**src/rtl/grf_write_arbiter.sv**
```systemverilog
// rtl/grf_write_arbiter.sv - GRF write-port arbiter between pipeline writeback and a queued mult/div result path,
// with an MD-pending scoreboard driving the decode stall.
module grf_write_arbiter #(
  parameter int QDEPTH     = 2,
  parameter int STARVE_LIM = 4
) (
  input  logic        Clk,
  input  logic        Rst,
  input  logic        wb_valid,
  input  logic [4:0]  wb_rd,
  input  logic [31:0] wb_data,
  input  logic [31:0] wb_pc,
  output logic        wb_stall,
  input  logic        md_valid,
  input  logic [4:0]  md_rd,
  input  logic [31:0] md_data,
  input  logic [31:0] md_pc,
  output logic        md_ready,
  input  logic        issue_valid,
  input  logic [4:0]  issue_rd,
  input  logic [4:0]  rs,
  input  logic [4:0]  rt,
  output logic        stall,
  output logic        grf_we,
  output logic [4:0]  grf_rd,
  output logic [31:0] grf_wdata,
  output logic [31:0] grf_pc
);

  localparam int PW = (QDEPTH > 1) ? $clog2(QDEPTH) : 1;
  localparam int CW = PW + 1;
  localparam int SW = $clog2(STARVE_LIM + 1);

  logic [4:0]    qRd   [QDEPTH];
  logic [31:0]   qData [QDEPTH];
  logic [31:0]   qPc   [QDEPTH];
  logic [PW-1:0] headPtr, tailPtr;
  logic [CW-1:0] count;
  logic [SW-1:0] starveCnt;
  logic [31:0]   busy, busyNext;

  logic wbEff, qEmpty, qFull, forceMd, push, pop;

  always_comb begin
    wbEff   = wb_valid && (wb_rd != 5'd0);
    qEmpty  = (count == '0);
    qFull   = (count == CW'(QDEPTH));
    forceMd = !qEmpty && (starveCnt == SW'(STARVE_LIM));
    // The head drains when forced, or whenever no effective WB claims the port.
    pop     = !qEmpty && (forceMd || !wbEff);
    // md_rd=0 results are acknowledged but never occupy a slot.
    push    = md_valid && !qFull && (md_rd != 5'd0);
  end

  always_comb begin
    busyNext = busy;
    if (pop)
      busyNext[qRd[headPtr]] = 1'b0;
    if (issue_valid && (issue_rd != 5'd0))
      busyNext[issue_rd] = 1'b1;
    busyNext[0] = 1'b0;
  end

  assign md_ready = !Rst && !qFull;
  assign wb_stall = !Rst && forceMd;
  assign stall    = !Rst && (((rs != 5'd0) && busy[rs]) ||
                             ((rt != 5'd0) && busy[rt]) ||
                             (issue_valid && busy[issue_rd]));

  // Queue storage needs no reset; validity is tracked by count.
  always_ff @(posedge Clk) begin
    if (!Rst && push) begin
      qRd[tailPtr]   <= md_rd;
      qData[tailPtr] <= md_data;
      qPc[tailPtr]   <= md_pc;
    end
  end

  always_ff @(posedge Clk) begin
    if (Rst) begin
      headPtr   <= '0;
      tailPtr   <= '0;
      count     <= '0;
      starveCnt <= '0;
      busy      <= '0;
      grf_we    <= 1'b0;
      grf_rd    <= 5'd0;
      grf_wdata <= 32'd0;
      grf_pc    <= 32'd0;
    end else begin
      if (push)
        tailPtr <= tailPtr + PW'(1);
      if (pop)
        headPtr <= headPtr + PW'(1);
      case ({push, pop})
        2'b10:   count <= count + CW'(1);
        2'b01:   count <= count - CW'(1);
        default: count <= count;
      endcase

      if (qEmpty || pop)
        starveCnt <= '0;
      else if (wbEff && (starveCnt != SW'(STARVE_LIM)))
        starveCnt <= starveCnt + SW'(1);

      busy <= busyNext;

      if (pop) begin
        grf_we    <= 1'b1;
        grf_rd    <= qRd[headPtr];
        grf_wdata <= qData[headPtr];
        grf_pc    <= qPc[headPtr];
      end else if (wbEff) begin
        grf_we    <= 1'b1;
        grf_rd    <= wb_rd;
        grf_wdata <= wb_data;
        grf_pc    <= wb_pc;
      end else begin
        grf_we    <= 1'b0;
      end
    end
  end

endmodule
```
**config.mk**
```make
export PLATFORM = sky130hd
export DESIGN_NAME = grf_write_arbiter
export DESIGN_NICKNAME = d
export VERILOG_FILES = /design/src/rtl/grf_write_arbiter.sv
export SDC_FILE = /design/constraint.sdc
export NUM_CORES = 1
export LEC_CHECK = 0
export CAP_MARGIN = 10
export CELL_PAD_IN_SITES_DETAIL_PLACEMENT = 2
export CELL_PAD_IN_SITES_GLOBAL_PLACEMENT = 2
export CORE_MARGIN = 2
export CORE_UTILIZATION = 33
export CTS_CLUSTER_DIAMETER = 60
export DETAILED_ROUTE_END_ITERATION = 6
export GPL_TIMING_DRIVEN = 0
export PLACE_DENSITY_LB_ADDON = 0.1
export SYNTH_ARGS = -nofsm -noshare
export SYNTH_HDL_FRONTEND = slang
export SYNTH_SLANG_ARGS = --single-unit
```
**constraint.sdc**
```tcl
create_clock -name Clk -period 9.6 [get_ports Clk]
set_input_delay 0.96 -clock Clk [delete_from_list [all_inputs] [get_ports Clk]]
set_output_delay 0.96 -clock Clk [all_outputs]
set_load 0.01 [all_outputs]
```
==> impl_metrics.env, run 1 <==
export IMPL_vias_cell=5.280
export IMPL_number_of_buffers_created_by_cts=30
export IMPL_synth_ff_latch_count=247
export IMPL_p_switching_mw=1.205
export IMPL_fillerInstances=3173
export IMPL_min_delay_worst_endpoint="grf_wdata[18]"
export IMPL_syn_num_nets=1062
export IMPL_reg2reg_depth=10
export IMPL_vias_in_the_first_global_route=9333
export IMPL_worstSetupStartpointType="input pin"
export IMPL_p_comb_share_pct=32.3
export IMPL_boundaryPins=231
export IMPL_ys_seq_area_share_pct=60.38
export IMPL_p_clk_share_pct=30.4
export IMPL_synth_enable_flop_cells=138
export IMPL_floorplan_die_height_um=182.2
export IMPL_timing_fmax_mhz=211.4
export IMPL_worst_ep_required_time_ns=8.64
export IMPL_via_count=8459
export IMPL_netSwitchingFraction_pct=33.22
export IMPL_worst_r2r_setup_slack_ns=7.10
export IMPL_post_synth_top_area_fraction_pct=39.55
export IMPL_design_core_area_sq_um=31390
export IMPL_origin_of_the_critical_flop_to_flop_path="starveCnt[0]"
export IMPL_holdBufCountCts=0
export IMPL_clock_sink_count=247
export IMPL_starting_drc_count_in_detailed_routing=375
export IMPL_yosysMostFrequentCell="sky130_fd_sc_hd__edfxtp_1"
export IMPL_tightestPinTransition_ns=0.9226
export IMPL_setup_repair_after_global_routing_missed_its_margin="false"
export IMPL_ir_drop_mv=0.1529
export IMPL_final_layout_size_suffix_gt1_share_pct=8.765
export IMPL_grt_max_degree=16
export IMPL_hold_class="flop to flop"
export IMPL_post_cts_buffers=0
export IMPL_cts_tree="done"
export IMPL_die_width_um=182.2
export IMPL_outcome="completed"
export IMPL_globalRouteTotalUtil_pct=21.32
export IMPL_routabilityCongestion=0.7804
export IMPL_final_min_clock_period_ns=4.731
export IMPL_timing_critical_path_fanout_max=10
export IMPL_max_clock_path_buffers=3
export IMPL_power_density_nw_per_um2=251.7
export IMPL_synthFlopType="sky130_fd_sc_hd__edfxtp_1"
export IMPL_setup_viol_count_final=0
export IMPL_synth_async_reset_ratio_pct=0
export IMPL_grt_antenna_before_repair=4
export IMPL_drcViolationCount=0
export IMPL_power_frac_seq_pct=37.3
export IMPL_netlist_area_sq_um=10480
export IMPL_synth_top_cells_by_area="sky130_fd_sc_hd__edfxtp_1 (40%), sky130_fd_sc_hd__dfxtp_1 (21%), sky130_fd_sc_hd__mux2i_1 (7.6%), sky130_fd_sc_hd__o211ai_1 (4.9%), sky130_fd_sc_hd__a21oi_1 (4.9%)"
export IMPL_power_static_leakage_nw=4.702
export IMPL_design_die_area_sq_um=33190
export IMPL_internal_power_component_mw=2.422
export IMPL_relSlewSlack_pct=38.49
export IMPL_final_antenna_net_count=0
export IMPL_path_class="input pin to primary output"
export IMPL_globalRoute_totalOverflow=0
export IMPL_wire_length_of_the_first_global_routing_pass_mm=54.86
export IMPL_timing_critical_path_arrival_ns=3.77
export IMPL_final_period_utilization_pct=49.28
export IMPL_crit_reg2reg_capture="count[1]"
export IMPL_synthesis_instances=901
export IMPL_row_count=65
export IMPL_final_net_count=1335
export IMPL_final_hold_worst_slack_ns=0.4517
export IMPL_post_cts_resize_count=0
export IMPL_number_of_port_buffers=227
export IMPL_ys_types=45
export IMPL_clk_pin_slew_ns=0.06
export IMPL_post_route_cell_area_sq_um=14400
export IMPL_critical_path_endpoint_type="primary output"
export IMPL_worstHoldStart="grf_wdata[18]"
export IMPL_timing_final_max_slew_violations=0
export IMPL_layout_area_overhead_vs_synth_pct=37.47
export IMPL_dpl_instance_area_sq_um=13430
export IMPL_clock_insertion_delay_worst_skew_ns=0.56
export IMPL_htree_num_levels=1
export IMPL_timing_clock_skew_ns=0.03104
export IMPL_post_synth_top_area_cell="sky130_fd_sc_hd__edfxtp_1"
export IMPL_maxCapViolCount=0
export IMPL_hold_viol=0
export IMPL_drt_wl_total_mm=35.73
export IMPL_place_detailed_hpwl_mm=26.37
export IMPL_synth_avg_cell_area_sq_um=11.63
export IMPL_routed_wire_length_per_instance_um=22.30
export IMPL_yosys_warnings=0
export IMPL_post_synth_most_frequent_cells="sky130_fd_sc_hd__edfxtp_1 (138), sky130_fd_sc_hd__nand2_1 (111), sky130_fd_sc_hd__dfxtp_1 (109)"
export IMPL_drt_pre_antenna_iters=4
export IMPL_root_buffer="sky130_fd_sc_hd__clkbuf_16"
export IMPL_holdPathStages=2
export IMPL_floorplan_initialDensity_pct=33.38
==> sequential cells by signal, summed over array words and instances, names as in the netlist, named ones only <==
name,count
qPc,64
tailPtr,1
grf_pc,32
qRd,10
qData,64
headPtr,1
grf_rd,5
starveCnt,3
grf_wdata,32
busy,31
grf_we,1
count,2
==> final cells by class <==
type	count	area [sq um]	share of cell area, %
diodes	2	5.005	0.03475
repair buffers	241	2437	16.92
plain buffers	73	319.1	2.215
flip-flops and latches	247	6326	43.92
well taps	402	503.0	3.492
clock inverters	14	141.4	0.9816
clock buffers	42	829.5	5.759
multi-input cells	576	3824	26.55
inverters	5	18.77	0.1303
==> cells in the final DEF, fill, tap and decap left out, types with 15 or more instances in the layout <==
master / n
sky130_fd_sc_hd__clkbuf_16: 30
sky130_fd_sc_hd__nor2_1: 15
sky130_fd_sc_hd__a21oi_1: 103
sky130_fd_sc_hd__nand3_1: 69
sky130_fd_sc_hd__clkbuf_1: 56
sky130_fd_sc_hd__o211ai_1: 69
sky130_fd_sc_hd__edfxtp_1: 138
sky130_fd_sc_hd__nand2_1: 111
sky130_fd_sc_hd__dfxtp_1: 109
sky130_fd_sc_hd__clkdlybuf4s50_1: 227
sky130_fd_sc_hd__mux4_2: 18
sky130_fd_sc_hd__o21ai_0: 33
sky130_fd_sc_hd__mux2i_1: 80
==> worst max path at each step <==
stage	from	to	depth (start not counted)
finish	rs[2]	stall	8
floorplan	Rst	qData[1][0]	3
CTS	rs[2]	stall	8
global route	rs[2]	stall	8
global placement	md_rd[3]	qPc[1][25]	4
detailed placement	rs[2]	stall	8
==> routing by layer <==
layer	part of all wire (%)	vias to the layer above	global-route usage, %
met4	1.8	4	4.452
met5	0.064	-	0
met2	51	178	38.60
li1	-	3933	-
met3	4.5	54	3.991
met1	43	4290	26.50
==> power groups by stage <==
| stage | Clock (mW) | Combinational, mW | Sequential [mW] |
|---|---|---|---|
| 3_5_place_dp | 0 | 1.18 | 1.37 |
| 4_1_cts | 1.14 | 1.20 | 1.35 |
| 5_1_grt | 1.18 | 1.29 | 1.37 |
| 6_report | 1.10 | 1.17 | 1.35 |
| 2_1_floorplan | 0 | 0.604 | 1.40 |
| 3_3_place_gp | 0 | 1.14 | 1.38 |
==> critical path: stages <==
cell and delay [ns]:
sky130_fd_sc_hd__clkdlybuf4s50_1 0.57, sky130_fd_sc_hd__buf_1 0.47, sky130_fd_sc_hd__mux2i_1 0.16, sky130_fd_sc_hd__o22a_1 0.23, sky130_fd_sc_hd__a2111oi_0 0.50, sky130_fd_sc_hd__a2111oi_0 0.13, sky130_fd_sc_hd__a31oi_1 0.17, sky130_fd_sc_hd__clkdlybuf4s50_1 0.57
==> cells by family (layout without fill, tap and decap cells) <==
| kind of cell | Yosys count | in the layout | synth area share, % |
|---|---|---|---|
| AOI/OAI and AO/OA | 221 | 221 | 12.74 |
| other | 0 | 2 | 0 |
| xor gates and xnor gates | 5 | 5 | 0.4180 |
| adders and majority gates | 3 | 3 | 0.3583 |
| muxes | 102 | 102 | 11.94 |
| and+or+nand+nor | 245 | 245 | 10.94 |
| buffers and inverters | 78 | 375 | 3.224 |
| DFF | 247 | 247 | 60.38 |
==> stage by stage <==
step | setup WS, ns | instances | setup TNS, ns | utilization (%) | power (mW)
2_1_floorplan | 2.625 | 901 | 0 | - | 2.008
3_3_place_gp | -1.579 | 1530 | -176.44 | 42.22 | 2.520
3_5_place_dp | 4.865 | 1544 | 0 | 42.77 | 2.557
4_1_cts | 4.886 | 1600 | 0 | 45.87 | 3.687
5_1_grt | 4.703 | 1600 | 0 | 45.87 | 3.829
6_report | 4.869 | 1602 | 0 | 45.88 | 3.626
Note: power is estimated with default switching activity, not from simulation.
==> run 2: changes to the inputs <==
- clock period: 9.6 -> 4.4 ns (I/O delays scaled with it)
==> run 2 against run 1 <==
Against the previous run:
- design area grew 0.17%
- non-clock buffer count shrank 6
- critical path type unchanged
- largest cell class unchanged
- clock skew shrank 0.00073 ns
- hold slack gained 0.0013 ns
- register-to-register slack lost 5.2 ns
- clock power grew 110%
- die area is the same
- combinational power grew 120%
- first-iteration DRC count shrank 26%
- count of clock-buffer cells in the layout shrank 1
==> impl_metrics.env, run 2 (synthesized netlist as in run 1, its figures left out) <==
export IMPL_globalRouteTotalUtil_pct=21.17
export IMPL_timing_critical_path_arrival_ns=3.36
export IMPL_setup_viol_count_final=0
export IMPL_layout_area_overhead_vs_synth_pct=37.71
export IMPL_final_seq_area_sq_um=6326
export IMPL_maxCapViolCount=0
export IMPL_drt_pre_antenna_iters=7
export IMPL_dpl_instance_area_sq_um=13470
export IMPL_boundaryPins=231
export IMPL_critPathSlowestCell="sky130_fd_sc_hd__clkdlybuf4s50_1"
export IMPL_final_min_clock_period_ns=3.805
export IMPL_final_layout_size_suffix_gt1_share_pct=8.054
export IMPL_grt_antenna_before_repair=4
export IMPL_timing_critical_path_fanout_max=10
export IMPL_path_class="input pin to primary output"
export IMPL_final_period_utilization_pct=86.47
export IMPL_most_common_layout_cells="sky130_fd_sc_hd__clkdlybuf4s50_1 (227), sky130_fd_sc_hd__edfxtp_1 (138), sky130_fd_sc_hd__nand2_1 (111)"
export IMPL_number_of_buffers_created_by_cts=30
export IMPL_critPathMaxStageDelay_ns=0.57
export IMPL_hold_viol=0
export IMPL_final_common_cell="sky130_fd_sc_hd__clkdlybuf4s50_1"
export IMPL_final_antenna_net_count=0
export IMPL_tightestPinTransition_ns=1.076
export IMPL_routabilityCongestion=0.7595
export IMPL_hold_class="flop to flop"
export IMPL_worstSetupStartpointType="input pin"
export IMPL_area_of_the_multi_input_gates_sq_um=3836
export IMPL_max_clock_path_buffers=3
export IMPL_wire_length_of_the_first_global_routing_pass_mm=54.47
export IMPL_grt_met1_usage_pct=26.42
export IMPL_fillerInstances=3172
export IMPL_relSlewSlack_pct=28.20
export IMPL_design_core_area_sq_um=31390
export IMPL_vias_cell=5.204
export IMPL_htree_num_levels=1
export IMPL_root_buffer="sky130_fd_sc_hd__clkbuf_16"
export IMPL_outcome="completed"
export IMPL_critical_path_endpoint_type="primary output"
export IMPL_final_net_count=1329
export IMPL_routed_wire_length_per_instance_um=22.00
export IMPL_drcViolationCount=0
export IMPL_fin_setup_tns_ns=0
export IMPL_holdBufCountCts=0
export IMPL_via_count=8311
export IMPL_largestRegisters="qData x64, qPc x64"
export IMPL_clock_insertion_delay_worst_skew_ns=0.57
export IMPL_number_of_port_buffers=227
export IMPL_row_count=65
export IMPL_globalRoute_totalOverflow=0
export IMPL_ir_drop_mv=0.3458
export IMPL_global_route_met3_usage_pct=4.071
export IMPL_timing_final_max_slew_violations=0
export IMPL_clk_pin_slew_ns=0.06
export IMPL_timing_clock_skew_ns=0.03031
export IMPL_post_cts_buffers=0
export IMPL_die_width_um=182.2
export IMPL_drt_wl_total_mm=35.14
export IMPL_floorplan_initialDensity_pct=33.38
export IMPL_design_die_area_sq_um=33190
export IMPL_post_cts_resize_count=0
export IMPL_worst_r2r_setup_slack_ns=1.91
export IMPL_post_route_cell_area_sq_um=14430
export IMPL_grt_most_used_layer="met2"
export IMPL_critical_path_cell_chain="clkdlybuf4s50_1 -> buf_1 -> mux2i_1 -> o22a_1 -> a2111oi_0 -> a2111oi_0 -> a31oi_1 -> clkdlybuf4s50_1"
export IMPL_starting_drc_count_in_detailed_routing=276
export IMPL_power_density_nw_per_um2=543.8
export IMPL_setup_repair_after_global_routing_missed_its_margin="false"
export IMPL_vias_in_the_first_global_route=9303
export IMPL_power_static_leakage_nw=4.686
export IMPL_worst_ep_required_time_ns=3.96
export IMPL_grt_max_degree=18
export IMPL_timing_fmax_mhz=262.8
export IMPL_clock_sink_count=247
export IMPL_globalRouteMet2Util_pct=38.05
export IMPL_floorplan_die_height_um=182.2
export IMPL_cts_tree="done"
export IMPL_place_detailed_hpwl_mm=25.95
run 2: cell count changes in the layout (fill, tap and decap cells not counted), sizes merged:
cell,previous run,this run
bufinv,2,1
clkbuf,90,89
clkinv,9,11
clkinvlp,1,2
inv,7,6
diode,2,3
buf,39,33
run 2: area by class of cell:
cell class                      instances  area share (%)
Antenna cell                            3         0.05203
Sequential cell                       247           43.84
Clock buffer                           41           5.775
Buffer                                 73           2.211
Timing Repair Buffer                  235           17.10
Tap cell                              402           3.486
Inverter                                5          0.1301
Multi-Input combinational cell        576           26.59
Clock inverter                         15          0.8151
run 2: metrics by stage:
stage / power, mW / hold WS [ns] / instances / worst slack, ns / util (%)
6_report: 7.847 / 0.4530 / 1597 / 0.5955 / 45.96
3_5_place_dp: 5.583 / 0.4499 / 1538 / 0.5541 / 42.91
3_3_place_gp: 5.473 / 0.4390 / 1530 / -2.088 / 42.25
5_1_grt: 8.304 / 0.4437 / 1594 / 0.3914 / 45.94
2_1_floorplan: 4.372 / 0.4324 / 901 / 0.4032 / -
4_1_cts: 7.972 / 0.4296 / 1594 / 0.5571 / 45.94
run 2: layer usage:
layer  share of wire, %  vias to the layer above
met1                 43                     4161
li1                   -                     3937
met2                 50                      170
met4                1.7                        2
met3                4.9                       41
met5              0.031                        -
run 2: critical path, delay by kind of cell:
kind	cells	cell delay (ns)
mux	1	0.17
buf+inv	3	1.60
compound gates	4	1.14
run 2: path summary, 6_finish.rpt:
kind / startpoint / endpoint / cells past startpoint
setup / recovery: rs[2] / stall / 8
hold / removal: grf_wdata[29] / grf_wdata[29] / 2
setup reg to reg: starveCnt[0] / count[1] / 10
hold reg to reg: grf_wdata[29] / grf_wdata[29] / 2
run 2: where the power goes:
part	leakage [nW]	internal [mW]	switching (mW)	total [mW]
Clock	0.457	1.38	0.965	2.35
Sequential	2.16	2.79	0.163	2.95
Combinational	2.07	1.08	1.47	2.55
Total	4.69	5.25	2.60	7.85
==> run 3: changes to the inputs <==
- RECOVER_POWER: unset -> 50
==> run 3 against run 2 <==
Against the previous run:
- the run now ends with max-capacitance violations, max-slew violations left
- fmax fell by 2.4%
- hold slack got worse by 0.0028 ns
- worst setup slack got worse by 0.094 ns
- critical path depth down 2
- clock skew is 0.00095 ns lower
- global-route usage stayed put
- via count increased by 0.55%
- critical path type is now input pin to flop
- critical endpoint is now qData[1][20]
- largest power group unchanged
==> impl_metrics.env, run 3 (synthesized netlist as in run 1, its figures left out) <==
export IMPL_most_common_layout_cells="sky130_fd_sc_hd__dlygate4sd3_1 (139), sky130_fd_sc_hd__edfxtp_1 (138), sky130_fd_sc_hd__nand2_1 (111)"
export IMPL_floorplan_initialDensity_pct=33.38
export IMPL_cts_tree="done"
export IMPL_timing_critical_path_arrival_ns=4.17
export IMPL_grt_max_degree=18
export IMPL_drt_pre_antenna_iters=6
export IMPL_outcome="complete, but fails checks"
export IMPL_worst_path_stages=6
export IMPL_p_clk_share_pct=30.2
export IMPL_critical_path_top_delay_family="simple AND/OR/NAND/NOR gates"
export IMPL_tightestPinTransition_ns=3.110
export IMPL_final_common_cell="sky130_fd_sc_hd__dlygate4sd3_1"
export IMPL_drt_wl_total_mm=35.10
export IMPL_max_clock_path_buffers=3
export IMPL_vias_cell=5.226
export IMPL_relSlewSlack_pct=-107.8
export IMPL_p_switching_mw=2.586
export IMPL_power_frac_seq_pct=37.9
export IMPL_via_count=8357
export IMPL_reg2reg_depth=4
export IMPL_die_width_um=182.2
export IMPL_timing_fmax_mhz=256.5
export IMPL_maxCapViolCount=2
export IMPL_failed_checks="max-capacitance violations, max-slew violations"
export IMPL_final_net_count=1329
export IMPL_routabilityCongestion=0.7595
export IMPL_post_cts_buffers=0
export IMPL_final_min_clock_period_ns=3.898
export IMPL_timing_final_max_slew_violations=22
export IMPL_hold_viol=0
export IMPL_vias_in_the_first_global_route=9303
export IMPL_critical_path_endpoint_type="flop"
export IMPL_boundaryPins=231
export IMPL_number_of_buffers_created_by_cts=30
export IMPL_timing_clock_skew_ns=0.02937
export IMPL_ir_drop_mv=0.3460
export IMPL_clock_insertion_delay_worst_skew_ns=0.56
export IMPL_final_antenna_net_count=0
export IMPL_holdPathStages=2
export IMPL_final_layout_size_suffix_gt1_share_pct=7.886
export IMPL_grt_antenna_before_repair=10
export IMPL_wire_length_of_the_first_global_routing_pass_mm=54.47
export IMPL_routed_wire_length_per_instance_um=21.95
export IMPL_hold_class="flop to flop"
export IMPL_min_delay_worst_endpoint="grf_wdata[29]"
export IMPL_critPathSlowestCell="sky130_fd_sc_hd__nor3b_1"
export IMPL_timing_critical_path_fanout_max=16
export IMPL_final_hold_worst_slack_ns=0.4501
export IMPL_globalRouteTotalUtil_pct=21.17
export IMPL_setup_repair_after_global_routing_missed_its_margin="false"
export IMPL_globalRoute_totalOverflow=0
export IMPL_post_route_worst_setup_slack_ns=0.5018
export IMPL_clock_sink_count=247
export IMPL_internal_power_component_mw=5.168
export IMPL_place_detailed_hpwl_mm=25.95
export IMPL_floorplan_die_height_um=182.2
export IMPL_row_count=65
export IMPL_drcViolationCount=0
export IMPL_critical_path_cell_chain="dlygate4sd3_1 -> or4_1 -> o221ai_1 -> nor3b_1 -> buf_16 -> buf_8"
export IMPL_design_die_area_sq_um=33190
export IMPL_final_core_util_pct=45.91
export IMPL_p_total_mw=7.754
export IMPL_critPathBufInv=3
export IMPL_worstSetupStartpointType="input pin"
export IMPL_root_buffer="sky130_fd_sc_hd__clkbuf_16"
export IMPL_area_of_the_multi_input_gates_sq_um=3814
export IMPL_holdBufCountCts=0
export IMPL_fillerInstances=3174
export IMPL_netSwitchingFraction_pct=33.35
export IMPL_crit_reg2reg_capture="qData[1][20]"
export IMPL_number_of_port_buffers=227
export IMPL_largestRegisters="qData x64, qPc x64"
export IMPL_layout_area_overhead_vs_synth_pct=37.54
export IMPL_p_comb_share_pct=31.8
export IMPL_power_density_nw_per_um2=538.0
export IMPL_worstHoldStart="grf_wdata[29]"
export IMPL_path_class="input pin to flop"
export IMPL_final_period_utilization_pct=88.60
export IMPL_design_core_area_sq_um=31390
export IMPL_power_static_leakage_nw=4.856
export IMPL_starting_drc_count_in_detailed_routing=325
export IMPL_htree_num_levels=1
export IMPL_post_cts_resize_count=0
export IMPL_critPathMaxStageDelay_ns=2.41
export IMPL_worst_ep_required_time_ns=4.67
export IMPL_worst_r2r_setup_slack_ns=0.63
export IMPL_final_seq_area_sq_um=6326
export IMPL_setup_viol_count_final=0
export IMPL_clk_pin_slew_ns=0.06
export IMPL_origin_of_the_critical_flop_to_flop_path="count[0]"
export IMPL_place_ws_ns=0.5541
-- run 3: cell count changes in the layout (fill, tap and decap cells not counted), sizes merged --
cell / before / now
clkdlybuf4s50: 227 / 88
dlygate4sd3: 0 / 139
diode: 3 / 5
-- run 3: worst max path at each step --
stage / start / end / slack, ns
final: md_rd[0] / qData[1][20] / 0.50
after detailed placement: rs[2] / stall / 0.55
after global routing: md_rd[0] / qData[1][20] / 0.32
after floorplan: Rst / qData[1][0] / 0.40
after CTS: rs[2] / stall / 0.56
after global placement: md_rd[3] / qData[1][21] / -2.09
-- run 3: power groups by stage --
stage / registers [mW] / clock network (mW) / logic, mW
5_1_grt: 2.98 / 2.50 / 2.74
6_report: 2.94 / 2.35 / 2.47
3_3_place_gp: 3.00 / 0 / 2.48
2_1_floorplan: 3.05 / 0 / 1.32
4_1_cts: 2.95 / 2.40 / 2.62
3_5_place_dp: 2.99 / 0 / 2.59
-- run 3: worst register-to-register path, stage by stage (launching register included) --
cell	delay [ns]
sky130_fd_sc_hd__dfxtp_1	0.44
sky130_fd_sc_hd__o221ai_1	0.25
sky130_fd_sc_hd__nor3b_1	2.41
sky130_fd_sc_hd__buf_16	0.20
sky130_fd_sc_hd__buf_8	0.19
-- run 3: layout make-up --
type                            instances  share of cell area [%]
Timing Repair Buffer                  235                   17.12
Inverter                                5                  0.1302
Clock buffer                           41                   5.782
Antenna cell                            5                 0.08682
Clock inverter                         15                  0.8161
Sequential cell                       247                   43.90
Tap cell                              402                   3.490
Buffer                                 73                   2.214
Multi-Input combinational cell        576                   26.46
-- run 3: metrics by stage --
stage / area (sq um) / std cells / TNS, ns
after CTS: 14420 / 1594 / 0
after floorplan: 10490 / 901 / 0
after detailed placement: 13470 / 1538 / 0
final: 14410 / 1599 / 0
after global routing: 14400 / 1595 / 0
after global placement: 13260 / 1530 / -285.77
-- run 3: per-layer routing --
layer  routed length, um  global-route usage (%)  share of wire [%]  up-vias
met5                  22                       0              0.063        -
met4                 621                   4.548                1.8        4
met3                1692                   4.071                4.8       47
met2               17700                   38.05                 50      183
met1               15060                   26.42                 43     4182
li1                    -                       -                  -     3941
